$ cat src/rtl/trng_pkg.sv
// Shared types, default parameters and counter-width helper for the TRNG word controller.
package trng_pkg;

  typedef enum logic [2:0] {
    IDLE,
    WARMUP,
    COLLECT,
    PRESENT,
    FAIL
  } state_t;

  localparam int unsigned DEF_WORD_W      = 32;
  localparam int unsigned DEF_SAMPLE_DIV  = 4;
  localparam int unsigned DEF_WARMUP_BITS = 64;
  localparam int unsigned DEF_RCT_LIMIT   = 16;
  localparam int unsigned DEF_CNT_W       = 8;

  // Bits needed for a counter that must hold values 0..max_val.
  function automatic int unsigned cnt_width(input int unsigned max_val);
    return (max_val < 2) ? 1 : $clog2(max_val + 1);
  endfunction

endpackage

$ cat src/rtl/trng_rct_monitor.sv
// Repetition-count health test on the raw entropy bit, sampled on each strobe.
module trng_rct_monitor
  import trng_pkg::*;
#(
  parameter int unsigned RCT_LIMIT = DEF_RCT_LIMIT
) (
  input  logic clk,
  input  logic reset,
  input  logic strobe,
  input  logic raw_bit,
  input  logic restart,
  output logic fail
);

  localparam int unsigned RUN_W = cnt_width(RCT_LIMIT);
  localparam logic [RUN_W-1:0] RUN_LAST = RUN_W'(RCT_LIMIT - 1);

  logic [RUN_W-1:0] run;
  logic             prev;
  logic             have_prev;
  logic             same_bit;

  assign same_bit = have_prev && (raw_bit == prev);
  // Combinational so the trip can pre-empt a word completing in the same cycle.
  assign fail     = strobe && same_bit && (run == RUN_LAST);

  always_ff @(posedge clk) begin
    if (reset) begin
      run       <= '0;
      prev      <= 1'b0;
      have_prev <= 1'b0;
    end else if (restart) begin
      run       <= RUN_W'(1);
      have_prev <= 1'b0;
    end else if (strobe) begin
      prev      <= raw_bit;
      have_prev <= 1'b1;
      run       <= same_bit ? run + 1'b1 : RUN_W'(1);
    end
  end

endmodule

$ cat src/rtl/trng_word_controller.sv
// Strobes the Von Neumann corrector, drops warm-up bits, packs words and
// delivers them over valid/ready while a repetition-count test guards the source.
module trng_word_controller
  import trng_pkg::*;
#(
  parameter int unsigned WORD_W      = DEF_WORD_W,
  parameter int unsigned SAMPLE_DIV  = DEF_SAMPLE_DIV,
  parameter int unsigned WARMUP_BITS = DEF_WARMUP_BITS,
  parameter int unsigned RCT_LIMIT   = DEF_RCT_LIMIT,
  parameter int unsigned CNT_W       = DEF_CNT_W
) (
  input  logic              clk,
  input  logic              reset,
  input  logic              req_valid,
  input  logic [CNT_W-1:0]  req_words,
  input  logic              clr_fail,
  input  logic              raw_bit,
  output logic              vn_enable,
  input  logic              vn_valid,
  input  logic              vn_bit,
  output logic [WORD_W-1:0] word_data,
  output logic              word_valid,
  input  logic              word_ready,
  output logic              busy,
  output logic              health_fail
);

  localparam int unsigned DIV_W = cnt_width(SAMPLE_DIV);
  localparam int unsigned WB_W  = cnt_width(WARMUP_BITS);
  localparam int unsigned BIT_W = cnt_width(WORD_W);

  localparam logic [DIV_W-1:0] DIV_LAST  = DIV_W'(SAMPLE_DIV - 1);
  localparam logic [WB_W-1:0]  WARM_LAST = WB_W'((WARMUP_BITS == 0) ? 0 : WARMUP_BITS - 1);
  localparam logic [BIT_W-1:0] WORD_LAST = BIT_W'(WORD_W - 1);

  state_t             state, next_state;
  logic [DIV_W-1:0]   div;
  logic [CNT_W-1:0]   words_left;
  logic [WB_W-1:0]    bits_seen;
  logic [BIT_W-1:0]   bit_cnt;
  logic [WORD_W-1:0]  shreg;

  logic accept, cbit, rct_fail, warm_done, word_done, handshake;
  logic active, active_next;

  assign accept    = (state == IDLE) && req_valid && (req_words != '0);
  assign cbit      = vn_valid && vn_enable;
  assign warm_done = (state == WARMUP) && cbit && (bits_seen == WARM_LAST);
  assign word_done = (state == COLLECT) && cbit && (bit_cnt == WORD_LAST);
  assign handshake = (state == PRESENT) && word_valid && word_ready;
  assign busy      = (state != IDLE) && (state != FAIL);

  assign active      = (state == WARMUP) || (state == COLLECT);
  assign active_next = (next_state == WARMUP) || (next_state == COLLECT);

  trng_rct_monitor #(
    .RCT_LIMIT(RCT_LIMIT)
  ) u_rct (
    .clk     (clk),
    .reset   (reset),
    .strobe  (vn_enable),
    .raw_bit (raw_bit),
    .restart (accept),
    .fail    (rct_fail)
  );

  always_comb begin
    next_state = state;
    case (state)
      IDLE:    if (accept) next_state = (WARMUP_BITS == 0) ? COLLECT : WARMUP;
      WARMUP:  if (rct_fail) next_state = FAIL;
               else if (warm_done) next_state = COLLECT;
      COLLECT: if (rct_fail) next_state = FAIL;
               else if (word_done) next_state = PRESENT;
      PRESENT: if (rct_fail) next_state = FAIL;
               else if (handshake) next_state = (words_left == CNT_W'(1)) ? IDLE : COLLECT;
      FAIL:    if (clr_fail) next_state = IDLE;
      default: next_state = IDLE;
    endcase
  end

  always_ff @(posedge clk) begin
    if (reset) begin
      state       <= IDLE;
      div         <= '0;
      vn_enable   <= 1'b0;
      words_left  <= '0;
      bits_seen   <= '0;
      bit_cnt     <= '0;
      shreg       <= '0;
      word_data   <= '0;
      word_valid  <= 1'b0;
      health_fail <= 1'b0;
    end else begin
      state <= next_state;

      // Divider only advances while staying in a sampling state, so leaving
      // WARMUP/COLLECT never emits a strobe into PRESENT or FAIL.
      if (active && active_next) begin
        if (div == DIV_LAST) begin
          div       <= '0;
          vn_enable <= 1'b1;
        end else begin
          div       <= div + 1'b1;
          vn_enable <= 1'b0;
        end
      end else begin
        div       <= '0;
        vn_enable <= 1'b0;
      end

      if (accept) begin
        words_left <= req_words;
        bits_seen  <= '0;
        bit_cnt    <= '0;
        shreg      <= '0;
      end

      if ((state == WARMUP) && cbit && !rct_fail)
        bits_seen <= bits_seen + 1'b1;

      if ((state == COLLECT) && cbit && !rct_fail) begin
        shreg   <= {shreg[WORD_W-2:0], vn_bit};
        bit_cnt <= bit_cnt + 1'b1;
        if (word_done) begin
          word_data  <= {shreg[WORD_W-2:0], vn_bit};
          word_valid <= 1'b1;
          bit_cnt    <= '0;
        end
      end

      if (handshake && !rct_fail) begin
        word_valid <= 1'b0;
        words_left <= words_left - 1'b1;
      end

      if (rct_fail) begin
        health_fail <= 1'b1;
        word_valid  <= 1'b0;
      end else if ((state == FAIL) && clr_fail) begin
        health_fail <= 1'b0;
      end
    end
  end

endmodule

$ cat config.mk
export PLATFORM = sky130hd
export DESIGN_NAME = trng_word_controller
export DESIGN_NICKNAME = d
export VERILOG_FILES = /design/src/rtl/trng_pkg.sv /design/src/rtl/trng_rct_monitor.sv /design/src/rtl/trng_word_controller.sv
export SDC_FILE = /design/constraint.sdc
export NUM_CORES = 1
export LEC_CHECK = 0
export BUFFER_PORTS_ARGS = -buffer_cell sky130_fd_sc_hd__buf_2
export CORE_MARGIN = 5
export CORE_UTILIZATION = 45
export CTS_BUF_LIST = sky130_fd_sc_hd__clkbuf_8 sky130_fd_sc_hd__clkbuf_16
export DETAILED_ROUTE_END_ITERATION = 16
export HOLD_SLACK_MARGIN = 0.1
export SETUP_SLACK_MARGIN = 0.02
export SYNTH_ARGS = -nofsm -noshare
export SYNTH_HDL_FRONTEND = slang
export SYNTH_SLANG_ARGS = --single-unit
$ cat constraint.sdc
create_clock -name clk -period 5.4 [get_ports clk]
set_input_delay 0.81 -clock clk [delete_from_list [all_inputs] [get_ports clk]]
set_output_delay 0.81 -clock clk [all_outputs]
set_load 0.01 [all_outputs]
* Yosys cells after proc, flatten, opt, wreduce, memory -nomap -nowiden
Index checks and enable logic that the tools add are counted.
Word-level totals: logic and storage cells 94, input bits 16, output and inout port bits 36, register bits after elaboration 100
Operators by class: equality and inequality tests 13, reduce and logical (&&, ||, !) cells 35, add/sub/neg operators 5, muxes and demuxes 25, bitwise operators 2
Operators by type and width (number):
- two-way mux 31 bit | 2
- two-way mux 3 bit | 8
- logical AND 1 bit | 18
- two-way mux 6 bit | 3
- two-way mux 8 bit | 2
- case mux 3 bit (5 select lines) | 1
- two-way mux 7 bit | 2
- == test 3 x 2 -> 1 bit, second input constant | 4
- nonzero test 2 bit | 5
- == test 8 x 1 -> 1 bit, second input constant | 1
- nonzero test 8 bit | 1
- subtractor 8 x 1 -> 8 bit, second input constant | 1
- adder 7 x 1 -> 7 bit, second input constant | 1
- == test 7 x 6 -> 1 bit, second input constant | 1
- adder 6 x 1 -> 6 bit, second input constant | 1
- == test 3 x 1 -> 1 bit, second input constant | 2
- == test 6 x 5 -> 1 bit, second input constant | 1
- OR reduction 3 bit | 2
- adder 5 x 1 -> 5 bit, second input constant | 1
- == test 5 x 4 -> 1 bit, second input constant | 1
- two-way mux 1 bit | 5
- two-way mux 5 bit | 1
- AND reduction 2 bit | 2
- OR reduction 2 bit | 2
- other kinds (10) | 12

* Logic depth before layout (Yosys ltp)
depth after elaboration 11, gate-level depth with buffers 11

* By module
A second synthesis with hierarchy kept.
Second synthesis, totals: cells, all modules 508, area total of the unflattened synthesis 4196.5 um2
Modules (own cells, without submodules):
- trng_word_controller | times used 1, area an instance 3833.7 um2, cells each 467
- trng_rct_monitor | times used 1, area an instance 362.8 um2, cells each 41

* Worst setup path before layout
OpenSTA, ideal clock, no wires.
path type reg-to-reg, start reg u_rct.run[0], end reg bit_cnt[2], setup time 0.070 ns, arrival time 2.237 ns, cell stages (with the launch flop) 12, path buffers 3, slack 3.093 ns, path through dfxtp_1 > ha_1 > and3_1 > ha_1 > and3_1 > clkbuf_1 > and2_1 > clkbuf_1 > nor2_2 > buf_1 > nand3b_1 > a21oi_1
Between the ends: longest elaborated chain between the ends 5
Ends and longest elaborated chain:
- start: declaration | line trng_rct_monitor.sv:18 | logic [RUN_W-1:0] run;
- start signal: assignment | line trng_rct_monitor.sv:38 | run <= same_bit ? run + 1'b1 : RUN_W'(1);
- == test 5 x 4 -> 1 bit (*) | line trng_rct_monitor.sv:25 | assign fail = strobe && same_bit && (run == RUN_LAST);
- logical AND 1 bit (*) | line trng_rct_monitor.sv:25
- zero test 1 bit (*) | line trng_word_controller.sv:122 | if ((state == COLLECT) && cbit && !rct_fail) begin
- logical AND 1 bit (*) | line trng_word_controller.sv:122
- two-way mux 6 bit / nonzero test 2 bit (equally long branches)
- end signal: assignment | line trng_word_controller.sv:124 | bit_cnt <= bit_cnt + 1'b1;
- end: declaration | line trng_word_controller.sv:40 | logic [BIT_W-1:0] bit_cnt;
Mark *: on every way between the ends. The rest lies on a longest branch, timed or not. A chain may end at the register's enable or synchronous reset.

* Worst setup path in the final report
start reg u_rct.run[0], end reg word_data[29]
Between the ends: longest elaborated chain between the ends 5
Ends and longest elaborated chain:
- == test 5 x 4 -> 1 bit | line trng_rct_monitor.sv:25
- logical AND 1 bit | line trng_rct_monitor.sv:25
- zero test 1 bit | line trng_word_controller.sv:122
- logical AND 1 bit | line trng_word_controller.sv:122
- AND reduction 2 bit (no source line)
- end signal: assignment | line trng_word_controller.sv:126 | word_data <= {shreg[WORD_W-2:0], vn_bit};
- end: declaration | line trng_word_controller.sv:21 | output logic [WORD_W-1:0] word_data,
No other way between the ends.

==> results.json <==
{
  "status": "finished, final reports clean",
  "hold_viol_final": 0,
  "vias": 3493,
  "cts_root_buf": "clkbuf_8",
  "fin_setup_tns_ns": 0,
  "start_kind": "register",
  "drc_errors": 0,
  "cts_buffers": 9,
  "worst_pin_slew_ns": 1.19,
  "cpMostUsedCell": "and3_1",
  "crit_arrival_ns": 3.26,
  "fill_cells": 846,
  "synth-compound-area-share_pct": 18.7,
  "max_freq_mhz": 337,
  "grt_pass1_vias": 3323,
  "yosysSeqAreaShare_pct": 48.9,
  "cts_hold_buf": 0,
  "reg2reg_slack_ns": 2.43,
  "period_minus_slack_ns": 2.97,
  "diodes": 0,
  "ctsHtreeMaxLevel": 3,
  "netlist_area_um2": 4090,
  "gp_congestion": 0.839,
  "synth-adder-area-share_pct": 2.45,
  "cts.path.max_buffers": 2,
  "path_class": "reg -> reg",
  "num_rows": 34,
  "reg2reg_to": "word_data[29]$_SDFFE_PP0P_",
  "p_leak_nw": 1.69,
  "synth_nets": 510,
  "cts.sinks": 100,
  "hold_ws_ns": 0.438,
  "cp-endpoint": "word_data[29]$_SDFFE_PP0P_",
  "power_density_nw_per_um2": 282,
  "synth_edf_count": 0,
  "drtAntennaViolNets": 0,
  "ys_warn_count": 0,
  "antenna_found_initial": 0,
  "crit_fanout": 32,
  "slew_violations": 0,
  "cts_setup_buffers": 0,
  "synth_cell_types": 53,
  "vdd_ir_drop_max_mv": 0.131,
  "grt_pass1_wl_mm": 15.3,
  "drt-total-wl_mm": 8.92,
  "synth_top_family_by_area": "simple AND/OR/NAND/NOR gates",
  "wire_per_inst_um": 14.0,
  "setup_viol": 0,
  "die_w_um": 105,
  "final_nets": 548,
  "first_pass_iters": 4,
  "hold_class": "reg -> reg",
  "post_dp_cell_area_um2": 4400,
  "ys_seq_elements": 100,
  "die_area_um2": 11100,
  "min_from": "div[0]$_SDFF_PP0_",
  "clk_latency_ns": 0.36,
  "synth-simple-area-share_pct": 24.3,
  "cp_slowest_cell": "and3_1",
  "maxCapViolations": 0,
  "path_cells": "ha_1 -> and3_1 -> ha_1 -> and3_1 -> nand2_1 -> and3_1 -> nand2_1 -> a21oi_1",
  "synth_xor_area_share_pct": 0.826,
  "min_period_over_period_pct": 54.9,
  "area_growth_pct": 12.4,
  "track_usage_pct": 16.5,
  "syn_avg_cell_area_um2": 8.42,
  "slew_headroom_pct": 20.5,
  "initial_core_util_pct": 46.5,
  "worstPathRequired_ns": 5.69,
  "r2r-start": "u_rct.run[0]$_SDFFE_PP0P_",
  "cts.repair.resized": 0,
  "final_area_um2": 4600,
  "cts_tree": "yes",
  "grt_overflow": 0,
  "cp-startpoint": "u_rct.run[0]$_SDFFE_PP0P_",
  "async_reset_ff_share_pct": 0,
  "drt_iter0_drc": 149,
  "synthCells": 486,
  "reg2reg_depth": 8,
  "path_clk_slew_ns": 0.10,
  "boundaryPins": 52,
  "via_per_inst": 5.49,
  "clock_skew_ns": 0.0127,
  "grt_max_degree": 47,
  "end_kind": "register",
  "rsz0062_at_grt": "false",
  "port_buffers": 51,
  "die_h_um": 105,
  "synth_ff_type": "dfxtp_1",
  "place_hpwl_mm": 5.99,
  "synth.area.mux_share_pct": 1.10,
  "cpPeakStageDelay_ns": 1.01,
  "drive_gt1_share_pct": 15.9,
  "core_area_um2": 8810
}
[metal layers]
layer  part of all wire, %  GRT usage [%]  routed length (um)
met5                     0              0                   0
met3                   4.7           3.48                 421
met4                   2.3           8.15                 207
met2                    46           26.0                4080
met1                    47           21.4                4220
[power by group]
group | switching [W] | internal (W) | total (W) | leakage, nW
logic | 0.0000429 | 0.0000224 | 0.0000653 | 0.783
clock network | 0.000258 | 0.000227 | 0.000485 | 0.0992
registers | 0.00000645 | 0.000742 | 0.000749 | 0.807
[sequential cells by signal (all words and copies together), names as in the netlist, 3 cells and up]
signal,count
bit_cnt,6
shreg,31
word_data,32
bits_seen,7
div,3
u_rct.run,5
state,3
words_left,8
[logic make-up (layout without fill, tap and decap cells)]
group	after synthesis	count (layout)
AND/OR/NAND/NOR	212	212
XOR/XNOR	3	3
multiplexers	4	4
flip-flops	100	100
adder cells (fa/ha/maj)	8	8
buffers and inverters	39	81
AO/OA/AOI/OAI	120	120
[critical path: cells and delay by family (launching register included)]
kind | cells | cell delay (ns)
AND/OR/NAND/NOR | 5 | 1.96
adder cells (fa/ha/maj) | 2 | 0.40
flip-flops | 1 | 0.35
AO/OA/AOI/OAI | 1 | 0.18
[how the worst min path moves through the flow]
| stage | end | slack [ns] | depth (start not counted) |
|---|---|---|---|
| 4_1_cts | div[0]$_SDFF_PP0_ | 0.44 | 1 |
| 3_5_place_dp | div[0]$_SDFF_PP0_ | 0.43 | 1 |
| 3_3_place_gp | div[0]$_SDFF_PP0_ | 0.42 | 1 |
| 5_1_grt | div[0]$_SDFF_PP0_ | 0.46 | 1 |
| 2_1_floorplan | div[0]$_SDFF_PP0_ | 0.40 | 1 |
| 6_report | div[0]$_SDFF_PP0_ | 0.44 | 1 |
[per-stage QoR]
stage	total power (W)	utilization, %	cells	setup WS [ns]
finish	0.00130	52.2	636	2.43
CTS	0.00131	52.2	636	2.40
detailed placement	0.000831	50.0	621	2.34
global route	0.00136	52.2	636	2.22
global placement	0.000831	50.0	621	2.40
floorplan	0.000810	-	486	3.09
[cell type report]
type	instances	area, um2	share of cell area [%]
Clock inverter	5	60.1	1.31
Timing Repair Buffer	56	293	6.36
Sequential cell	100	2000	43.5
Multi-Input combinational cell	347	1940	42.1
Inverter	10	37.5	0.816
Tap cell	108	135	2.94
Clock buffer	10	138	2.99
[placed cells by master (no fill, tap or decap), drive strengths merged, types with 6 or more instances in the layout]
master,n
nor2,62
ha,8
clkbuf,10
nand3,16
a22oi,34
dfxtp,100
nand2,80
nand2b,6
a211oi,7
nor4,7
buf,56
inv,12
a21oi,56
and3,7
nor3,10
o21ai,11
[cells in the mapped netlist (3+ instances only)]
library cell  count  area share [%]
nand2_1          80             7.3
a22oi_1          34             6.2
nor4_1            6            0.92
clkbuf_1         22             2.0
a211oi_1          6             1.1
mux2i_1           3            0.73
dfxtp_1         100              49
nand3b_1          4            0.73
buf_2             6            0.73
nand4_1           5            0.76
nand3_1          15             1.8
or4_1             3            0.55
o21ai_0           4            0.49
nor2_1           61             5.6
and3_1            7             1.1
inv_1             9            0.83
nor3_1           10             1.2
a21oi_1          55             6.7
nand2b_1          5            0.76
o21ai_1           7            0.86
ha_1              8             2.4
No activity file was read; power rests on OpenSTA's default activity.
